File: src/rtl/otter_hzd_pkg.sv
`default_nettype none
// +----------------------------------------------------------------------+
// | Package  : otter_hzd_pkg                                             |
// | Purpose  : Shared constants and types for the OTTER decode-stage     |
// |            hazard logic and the destination-register scoreboard.     |
// | Contents : register-file geometry, RV32I opcode constants, counter   |
// |            type, and has_rd() for generating issue_we / dec_use_*.   |
// | Revision : 1.0  initial release                                      |
// +----------------------------------------------------------------------+
package otter_hzd_pkg;

  localparam int REG_ADDR_W = 5;
  localparam int NUM_REGS   = 32;

  // Default per-register counter width; 2 bits cover EX, MEM and WB.
  localparam int SB_CNT_W   = 2;

  localparam logic [6:0] OP_BRANCH = 7'b1100011;
  localparam logic [6:0] OP_STORE  = 7'b0100011;
  localparam logic [6:0] OP_RTYPE  = 7'b0110011;
  localparam logic [6:0] OP_ITYPE  = 7'b0010011;
  localparam logic [6:0] OP_LOAD   = 7'b0000011;
  localparam logic [6:0] OP_LUI    = 7'b0110111;
  localparam logic [6:0] OP_AUIPC  = 7'b0010111;
  localparam logic [6:0] OP_JAL    = 7'b1101111;
  localparam logic [6:0] OP_JALR   = 7'b1100111;
  localparam logic [6:0] OP_SYS    = 7'b1110011;

  typedef logic [SB_CNT_W-1:0] sb_cnt_t;

  // True when an instruction with this opcode writes its rd field.
  // Branches and stores reuse the rd bit positions for immediates.
  function automatic logic has_rd(input logic [6:0] opcode);
    case (opcode)
      OP_RTYPE, OP_ITYPE, OP_LOAD, OP_LUI,
      OP_AUIPC, OP_JAL, OP_JALR, OP_SYS: has_rd = 1'b1;
      default:                           has_rd = 1'b0;
    endcase
  endfunction

endpackage
`default_nettype wire

File: src/rtl/reg_write_scoreboard_if.sv
`default_nettype none
// +----------------------------------------------------------------------+
// | Interface: reg_write_scoreboard_if                                   |
// | Purpose  : Bundles decode, issue, writeback and squash signals of    |
// |            the scoreboard together with its status outputs.          |
// | Modports : master - pipeline side (drives requests, sees status)     |
// |            slave  - scoreboard side                                  |
// | Signals  : dec_rs1/rs2, dec_use_rs1/rs2, issue_valid/we/rd,          |
// |            wb_valid/we/rd, kill_valid[NKILL], kill_rd[5*NKILL],      |
// |            stall, issue_accept, pending_mask[32], err_overflow,      |
// |            err_underflow                                             |
// | Revision : 1.0  initial release                                      |
// +----------------------------------------------------------------------+
interface reg_write_scoreboard_if #(
  parameter int NKILL = 2
);
  import otter_hzd_pkg::*;

  logic [REG_ADDR_W-1:0]       dec_rs1;
  logic [REG_ADDR_W-1:0]       dec_rs2;
  logic                        dec_use_rs1;
  logic                        dec_use_rs2;
  logic                        issue_valid;
  logic                        issue_we;
  logic [REG_ADDR_W-1:0]       issue_rd;
  logic                        wb_valid;
  logic                        wb_we;
  logic [REG_ADDR_W-1:0]       wb_rd;
  logic [NKILL-1:0]            kill_valid;
  logic [REG_ADDR_W*NKILL-1:0] kill_rd;
  logic                        stall;
  logic                        issue_accept;
  logic [NUM_REGS-1:0]         pending_mask;
  logic                        err_overflow;
  logic                        err_underflow;

  modport master (
    output dec_rs1, dec_rs2, dec_use_rs1, dec_use_rs2,
    output issue_valid, issue_we, issue_rd,
    output wb_valid, wb_we, wb_rd,
    output kill_valid, kill_rd,
    input  stall, issue_accept, pending_mask, err_overflow, err_underflow
  );

  modport slave (
    input  dec_rs1, dec_rs2, dec_use_rs1, dec_use_rs2,
    input  issue_valid, issue_we, issue_rd,
    input  wb_valid, wb_we, wb_rd,
    input  kill_valid, kill_rd,
    output stall, issue_accept, pending_mask, err_overflow, err_underflow
  );

endinterface
`default_nettype wire

File: src/rtl/sb_counter.sv
`default_nettype none
// +----------------------------------------------------------------------+
// | Module   : sb_counter                                                |
// | Purpose  : One saturating up/down in-flight write counter. Applies   |
// |            +inc_i and -dec_count_i in the same edge, clamping at     |
// |            MAX_INFLIGHT (ovf_o) and at zero (unf_o).                 |
// | Ports    : clk, rst_n (sync, active low), inc_i, dec_count_i,        |
// |            count_o (current), count_d_o (next), ovf_o, unf_o         |
// | Revision : 1.0  initial release                                      |
// +----------------------------------------------------------------------+
module sb_counter #(
  parameter int CNT_W        = 2,
  parameter int MAX_INFLIGHT = 3,
  parameter int DEC_W        = 2
) (
  input  wire logic             clk,
  input  wire logic             rst_n,
  input  wire logic             inc_i,
  input  wire logic [DEC_W-1:0] dec_count_i,
  output logic      [CNT_W-1:0] count_o,
  output logic      [CNT_W-1:0] count_d_o,
  output logic                  ovf_o,
  output logic                  unf_o
);

  // Wide enough to hold count + 1 and the largest decrement without wrap.
  localparam int SUM_W = ((CNT_W > DEC_W) ? CNT_W : DEC_W) + 2;
  localparam logic [SUM_W-1:0] MAX_C = SUM_W'(MAX_INFLIGHT);

  logic [CNT_W-1:0] count_q;
  logic [CNT_W-1:0] count_d;
  logic [SUM_W-1:0] tot;
  logic [SUM_W-1:0] res;

  // Adding the increment before subtracting lets a same-edge issue and
  // retire cancel cleanly, even when the counter sits at MAX_INFLIGHT.
  always_comb begin
    tot     = SUM_W'(count_q) + SUM_W'(inc_i);
    res     = '0;
    ovf_o   = 1'b0;
    unf_o   = 1'b0;
    count_d = count_q;
    if (tot < SUM_W'(dec_count_i)) begin
      count_d = '0;
      unf_o   = 1'b1;
    end else begin
      res = tot - SUM_W'(dec_count_i);
      if (res > MAX_C) begin
        count_d = CNT_W'(MAX_INFLIGHT);
        ovf_o   = 1'b1;
      end else begin
        count_d = res[CNT_W-1:0];
      end
    end
  end

  always_ff @(posedge clk) begin
    if (!rst_n) count_q <= '0;
    else        count_q <= count_d;
  end

  assign count_o   = count_q;
  assign count_d_o = count_d;

endmodule
`default_nettype wire

File: src/rtl/reg_write_scoreboard.sv
`default_nettype none
// +----------------------------------------------------------------------+
// | Module   : reg_write_scoreboard                                      |
// | Purpose  : Tracks in-flight destination-register writes from issue   |
// |            until writeback or squash, and stalls decode when a used  |
// |            source register still has a pending write.                |
// | Ports    : clk   - rising-edge clock                                 |
// |            rst_n - synchronous active-low reset                      |
// |            sb    - reg_write_scoreboard_if.slave (decode, issue,     |
// |                    writeback, kill inputs; stall, issue_accept,      |
// |                    pending_mask, err_overflow, err_underflow)        |
// | Revision : 1.0  initial release                                      |
// +----------------------------------------------------------------------+
module reg_write_scoreboard
  import otter_hzd_pkg::*;
#(
  parameter int MAX_INFLIGHT = 3,
  parameter int CNT_W        = 2,   // 2**CNT_W-1 must be >= MAX_INFLIGHT
  parameter int NKILL        = 2
) (
  input wire logic              clk,
  input wire logic              rst_n,
  reg_write_scoreboard_if.slave sb
);

  // Largest decrement in one edge is one writeback plus NKILL squashes.
  localparam int DEC_W = $clog2(NKILL + 2);

  logic [NUM_REGS-1:0] nz;         // count[r] != 0, current state
  logic [NUM_REGS-1:0] nz_d;       // count[r] != 0, next state
  logic [NUM_REGS-1:0] ovf_vec;
  logic [NUM_REGS-1:0] unf_vec;
  logic [NUM_REGS-1:0] pending_q;
  logic                err_ovf_q;
  logic                err_unf_q;
  logic                stall;
  logic                accept;

  // x0 is never tracked.
  assign nz[0]      = 1'b0;
  assign nz_d[0]    = 1'b0;
  assign ovf_vec[0] = 1'b0;
  assign unf_vec[0] = 1'b0;

  // A retiring write still stalls in its own cycle: the count only drops
  // at the edge where the regfile is written.
  assign stall  = (sb.dec_use_rs1 && (sb.dec_rs1 != '0) && nz[sb.dec_rs1]) ||
                  (sb.dec_use_rs2 && (sb.dec_rs2 != '0) && nz[sb.dec_rs2]);
  assign accept = sb.issue_valid && !stall;

  for (genvar r = 1; r < NUM_REGS; r++) begin : g_reg
    logic             inc;
    logic [DEC_W-1:0] dec_cnt;
    logic [CNT_W-1:0] cnt;
    logic [CNT_W-1:0] cnt_d;

    assign inc = accept && sb.issue_we && (sb.issue_rd == REG_ADDR_W'(r));

    always_comb begin
      dec_cnt = DEC_W'(sb.wb_valid && sb.wb_we && (sb.wb_rd == REG_ADDR_W'(r)));
      for (int k = 0; k < NKILL; k++) begin
        if (sb.kill_valid[k] &&
            (sb.kill_rd[k*REG_ADDR_W +: REG_ADDR_W] == REG_ADDR_W'(r))) begin
          dec_cnt = dec_cnt + 1'b1;
        end
      end
    end

    sb_counter #(
      .CNT_W        (CNT_W),
      .MAX_INFLIGHT (MAX_INFLIGHT),
      .DEC_W        (DEC_W)
    ) u_cnt (
      .clk         (clk),
      .rst_n       (rst_n),
      .inc_i       (inc),
      .dec_count_i (dec_cnt),
      .count_o     (cnt),
      .count_d_o   (cnt_d),
      .ovf_o       (ovf_vec[r]),
      .unf_o       (unf_vec[r])
    );

    assign nz[r]   = |cnt;
    assign nz_d[r] = |cnt_d;
  end

  // Registered from next-state counts so the mask lines up with the
  // counters on the same edge.
  always_ff @(posedge clk) begin
    if (!rst_n) begin
      pending_q <= '0;
      err_ovf_q <= 1'b0;
      err_unf_q <= 1'b0;
    end else begin
      pending_q <= nz_d;
      err_ovf_q <= err_ovf_q | (|ovf_vec);
      err_unf_q <= err_unf_q | (|unf_vec);
    end
  end

  assign sb.stall         = stall;
  assign sb.issue_accept  = accept;
  assign sb.pending_mask  = pending_q;
  assign sb.err_overflow  = err_ovf_q;
  assign sb.err_underflow = err_unf_q;

endmodule
`default_nettype wire

File: src/flat_wrapper.sv
// flat-port wrapper written by rule: the top's interface ports become plain ports
module reg_write_scoreboard_flat import otter_hzd_pkg::*;
#(
  parameter int MAX_INFLIGHT = 3,
  parameter int CNT_W        = 2,                                        
  parameter int NKILL        = 2
)
  (clk, rst_n, sb_dec_rs1, sb_dec_rs2, sb_dec_use_rs1, sb_dec_use_rs2, sb_issue_valid, sb_issue_we, sb_issue_rd, sb_wb_valid, sb_wb_we, sb_wb_rd, sb_kill_valid, sb_kill_rd, sb_stall, sb_issue_accept, sb_pending_mask, sb_err_overflow, sb_err_underflow);
  reg_write_scoreboard_if #(.NKILL(NKILL)) sb_i ();
  input wire logic clk;
  input wire logic rst_n;
  input wire logic [$bits(sb_i.dec_rs1)-1:0] sb_dec_rs1;
  input wire logic [$bits(sb_i.dec_rs2)-1:0] sb_dec_rs2;
  input wire logic [$bits(sb_i.dec_use_rs1)-1:0] sb_dec_use_rs1;
  input wire logic [$bits(sb_i.dec_use_rs2)-1:0] sb_dec_use_rs2;
  input wire logic [$bits(sb_i.issue_valid)-1:0] sb_issue_valid;
  input wire logic [$bits(sb_i.issue_we)-1:0] sb_issue_we;
  input wire logic [$bits(sb_i.issue_rd)-1:0] sb_issue_rd;
  input wire logic [$bits(sb_i.wb_valid)-1:0] sb_wb_valid;
  input wire logic [$bits(sb_i.wb_we)-1:0] sb_wb_we;
  input wire logic [$bits(sb_i.wb_rd)-1:0] sb_wb_rd;
  input wire logic [$bits(sb_i.kill_valid)-1:0] sb_kill_valid;
  input wire logic [$bits(sb_i.kill_rd)-1:0] sb_kill_rd;
  output wire logic [$bits(sb_i.stall)-1:0] sb_stall;
  output wire logic [$bits(sb_i.issue_accept)-1:0] sb_issue_accept;
  output wire logic [$bits(sb_i.pending_mask)-1:0] sb_pending_mask;
  output wire logic [$bits(sb_i.err_overflow)-1:0] sb_err_overflow;
  output wire logic [$bits(sb_i.err_underflow)-1:0] sb_err_underflow;
  assign sb_i.dec_rs1 = sb_dec_rs1;
  assign sb_i.dec_rs2 = sb_dec_rs2;
  assign sb_i.dec_use_rs1 = sb_dec_use_rs1;
  assign sb_i.dec_use_rs2 = sb_dec_use_rs2;
  assign sb_i.issue_valid = sb_issue_valid;
  assign sb_i.issue_we = sb_issue_we;
  assign sb_i.issue_rd = sb_issue_rd;
  assign sb_i.wb_valid = sb_wb_valid;
  assign sb_i.wb_we = sb_wb_we;
  assign sb_i.wb_rd = sb_wb_rd;
  assign sb_i.kill_valid = sb_kill_valid;
  assign sb_i.kill_rd = sb_kill_rd;
  assign sb_stall = sb_i.stall;
  assign sb_issue_accept = sb_i.issue_accept;
  assign sb_pending_mask = sb_i.pending_mask;
  assign sb_err_overflow = sb_i.err_overflow;
  assign sb_err_underflow = sb_i.err_underflow;
  reg_write_scoreboard #(.MAX_INFLIGHT(MAX_INFLIGHT), .CNT_W(CNT_W), .NKILL(NKILL)) u_core (.clk(clk), .rst_n(rst_n), .sb(sb_i));
endmodule
File: config.mk
export PLATFORM = sky130hd
export DESIGN_NAME = reg_write_scoreboard_flat
export DESIGN_NICKNAME = d
export VERILOG_FILES = /design/src/rtl/otter_hzd_pkg.sv /design/src/rtl/reg_write_scoreboard_if.sv /design/src/rtl/sb_counter.sv /design/src/rtl/reg_write_scoreboard.sv /design/src/flat_wrapper.sv
export SDC_FILE = /design/constraint.sdc
export NUM_CORES = 1
export LEC_CHECK = 0
export ABC_AREA = 0
export BUFFER_PORTS_ARGS = -buffer_cell sky130_fd_sc_hd__buf_2
export CAP_MARGIN = 20
export CORE_MARGIN = 2
export CORE_UTILIZATION = 25
export DETAILED_ROUTE_END_ITERATION = 10
export PLACE_DENSITY_LB_ADDON = 0.08
export SYNTH_ARGS = -nofsm -noshare
export SYNTH_HDL_FRONTEND = slang
export SYNTH_SLANG_ARGS = --single-unit
File: constraint.sdc
create_clock -name clk -period 5.1 [get_ports clk]
set_input_delay 1.02 -clock clk [delete_from_list [all_inputs] [get_ports clk]]
set_output_delay 1.02 -clock clk [all_outputs]
set_load 0.03 [all_outputs]
==> results.sh <==
export IMPL_synth_cell_types=47
export IMPL_nNetsFinal=1623
export IMPL_grt_usage_pct=17.87
export IMPL_synthTopCellsByArea="ha_1, dfxtp_1, fa_1"
export IMPL_cp_max_fo=22
export IMPL_tightest_slew_ns=0.6686
export IMPL_crit_top_cell="ha_1"
export IMPL_io_pins=76
export IMPL_fin_skew_ns=0.01376
export IMPL_maxCapViolCount=0
export IMPL_synth_area_um2=9947
export IMPL_dp_cells=1849
export IMPL_hold_ws_ns=0.6576
export IMPL_fin_area_um2=11870
export IMPL_ant_nets=0
export IMPL_viasPerCell=4.531
export IMPL_fillers=4290
export IMPL_met2_length_mm=17.51
export IMPL_status="finished clean"
export IMPL_placementRows=73
export IMPL_wl_met1_mm=15.84
export IMPL_dr_wl_met3_mm=1.077
export IMPL_placed_cell_area_um2=11520
export IMPL_grt_overflow=0
export IMPL_antenna_found_initial=1
export IMPL_clock_sinks=95
export IMPL_synth_area_per_cell_um2=8.373
export IMPL_initial_core_util_pct=25.21
export IMPL_critical_path_required_ns=5.37
export IMPL_critPathLaunchType="input pin"
export IMPL_powerDensity_nw_per_um2=291.5
export IMPL_hpwlAfterDp_mm=30.59
export IMPL_wl_mm=35.26
export IMPL_dr_pass1_iters=5
export IMPL_cts_tree="done"
export IMPL_worst_setup_path_type="in2reg"
export IMPL_cp_slowest_cell="or4_1"
export IMPL_slew_violations=0
export IMPL_grt_pass1_wl_mm=53.20
export IMPL_ys_seq_elements=95
export IMPL_path_buf_inv=4
export IMPL_p_leak_uw=0.005480
export IMPL_cts_buffer_depth=2
export IMPL_grt_max_degree=23
export IMPL_yosysSeqAreaShare_pct=19.12
export IMPL_total_power_uw=3459
export IMPL_cts_made_buffers=9
export IMPL_cts_root_buf="clkbuf_16"
export IMPL_irDropWorstVdd_uv=198.6
export IMPL_port_buffers=74
export IMPL_wl_per_cell_um=18.90
export IMPL_die_h_um=203.5
export IMPL_hold_violations=0
export IMPL_worstPathCellList="buf_2 -> nor3_1 -> a2111oi_0 -> or4_1 -> nand4_1 -> o21ai_2 -> buf_12 -> buf_4 -> nor4_1 -> ha_1 -> ha_1 -> inv_1 -> fa_1 -> ha_1 -> nor2b_1 -> o22ai_1 -> nor4_2 -> a31oi_1"
export IMPL_final_cells=1866
export IMPL_final_setup_viol_count=0
export IMPL_core_area_um2=39460
export IMPL_critPathTopFamily="simple AND/OR/NAND/NOR gates"
export IMPL_insertion_delay_ns=0.40
export IMPL_syn_nets=1476
export IMPL_drc=0
export IMPL_synth_cells=1188
export IMPL_htreeDepth=3
export IMPL_seqCellArea_um2=1902
export IMPL_area_delta_synth_final_pct=19.28
export IMPL_yosysTopAreaCellShare_pct=23.40
export IMPL_yosysWarnings=0
export IMPL_dieWidth_um=203.5
export IMPL_clk_pin_slew_worst_paths_ns=0.08
export IMPL_fmax_mhz=205.7
export IMPL_layout_min_cycle_time_ns=4.861
export IMPL_dr_max_layer_used="met4"
export IMPL_slew_limit_headroom_pct=55.43
export IMPL_crit_arrival_ns=5.13
export IMPL_die_area_um2=41400
export IMPL_drive_above_1_share_pct=15.15
export IMPL_max_stage_delay_ns=0.53
export IMPL_hold_class="reg2reg"
export IMPL_synth_area_leader_cell="ha_1"
export IMPL_drt_iter0_drc=345
export IMPL_rsz0062_at_grt="no"
export IMPL_vias=8455
export IMPL_worst_setup_path_end_kind="flip-flop"
export IMPL_gp_congestion=0.8423
export IMPL_grt_pass1_vias=8885
export IMPL_fin_crit_sh_pct=95.31
export IMPL_multi_input_area_um2=7187
==> registers in the layout (all words and copies together) (netlist names) <==
signal and flops:
u_core.g.u_cnt.count_o 62, u_core.sb.pending_mask 31, u_core.sb.err_overflow 1, u_core.sb.err_underflow 1
==> path summary, 6_finish.rpt <==
| path | start | endpoint | slack, ns | depth (start not counted) |
|---|---|---|---|---|
| hold reg to reg | u_core.sb.err_underflow$_SDFF_PN0_ | u_core.sb.err_underflow$_SDFF_PN0_ | 0.66 | 4 |
| hold / removal | u_core.sb.err_underflow$_SDFF_PN0_ | u_core.sb.err_underflow$_SDFF_PN0_ | 0.66 | 4 |
| setup reg to reg | u_core.g_reg[25].u_cnt.count_o[1]$_SDFF_PN0_ | u_core.sb.err_overflow$_SDFF_PN0_ | 0.49 | 17 |
| setup / recovery | sb_dec_rs1[2] | u_core.sb.err_overflow$_SDFF_PN0_ | 0.24 | 18 |
==> power by group <==
group | internal (uW) | total (uW) | switching (uW) | leakage (uW)
logic | 619 | 1540 | 922 | 0.00454
clock network | 456 | 822 | 365 | 0.000158
registers | 938 | 1100 | 158 | 0.000787
==> layout make-up <==
class                   instances  area share, %
diodes                          1        0.02109
clock buffers                  11          2.130
clock inverters                 5         0.6749
inverters                     194          6.137
multi-input cells             873          60.57
flip-flops and latches         95          16.03
well taps                     525          5.536
repair buffers                162          8.900
==> through the flow <==
step | TNS [ns] | util [%] | worst slack, ns
after floorplan | 0 | - | 0.5805
after CTS | 0 | 30.05 | 0.1234
after detailed placement | -0.3270 | 29.20 | -0.3187
after global placement | -0.3448 | 29.20 | -0.3167
after global routing | 0 | 30.06 | 0.04787
final | 0 | 30.07 | 0.2394
==> tightest hold or removal path, cell delays in order (launching register included) <==
cell	delay (ns)
dfxtp_1	0.35
nor4_1	0.06
nand4_1	0.08
nor2_1	0.04
nor2_1	0.08
==> timing repair <==
action,CTS,global route
hold buffers,0,0
buffers inserted,0,0
resized for setup,0,1
setup endpoints to repair,0,1
==> metal layers <==
layer | global-route usage, % | vias to the layer above
li1 | - | 4296
met1 | 21.96 | 4020
met2 | 31.75 | 113
met3 | 2.637 | 26
met4 | 6.178 | 0
met5 | 0 | -
==> placed cells by master, fill, tap and decap left out, types with 16 or more instances in the layout <==
cell / n
nor3b_1: 24
o21ai_0: 19
xnor2_1: 18
inv_1: 194
nor2_1: 111
a21oi_1: 90
a31oi_1: 34
nor4_1: 34
nor2b_1: 16
buf_4: 86
fa_1: 62
nand2_1: 88
dfxtp_1: 95
o21a_1: 23
nand2b_1: 45
buf_2: 74
ha_1: 186
nor3_1: 21
==> cell usage after synthesis (all sizes together) <==
library cell / n
a31oi: 34
o311ai: 1
a211oi: 3
a211o: 1
or3: 6
mux4: 10
xor2: 13
nand2b: 45
o31ai: 2
dfxtp: 95
ha: 186
buf: 10
inv: 194
nand2: 88
o41ai: 1
nand3: 10
nor4b: 1
conb: 1
nor2b: 16
or2: 6
nand3b: 4
nor2: 111
a22oi: 1
a2111oi: 3
o21a: 23
xnor2: 18
o22a: 1
o21ai: 21
or4: 2
nor3: 22
nor3b: 24
o211ai: 1
fa: 62
o22ai: 14
nor4: 39
clkbuf: 16
mux2i: 1
a21oi: 90
and3: 4
and2: 4
nand4: 4
==> cell families (layout without fill, tap and decap cells) <==
kind of cell	count (synthesis)	after routing	synth area share, %
fa+ha+maj	248	248	35.87
buf+inv	220	372	8.730
xor+xnor	31	31	2.730
simple gates	386	386	19.57
flops	95	95	19.12
mux	11	11	2.365
other cells	1	2	0.03770
compound gates	196	196	11.57
No activity file was read; power rests on OpenSTA's default activity.
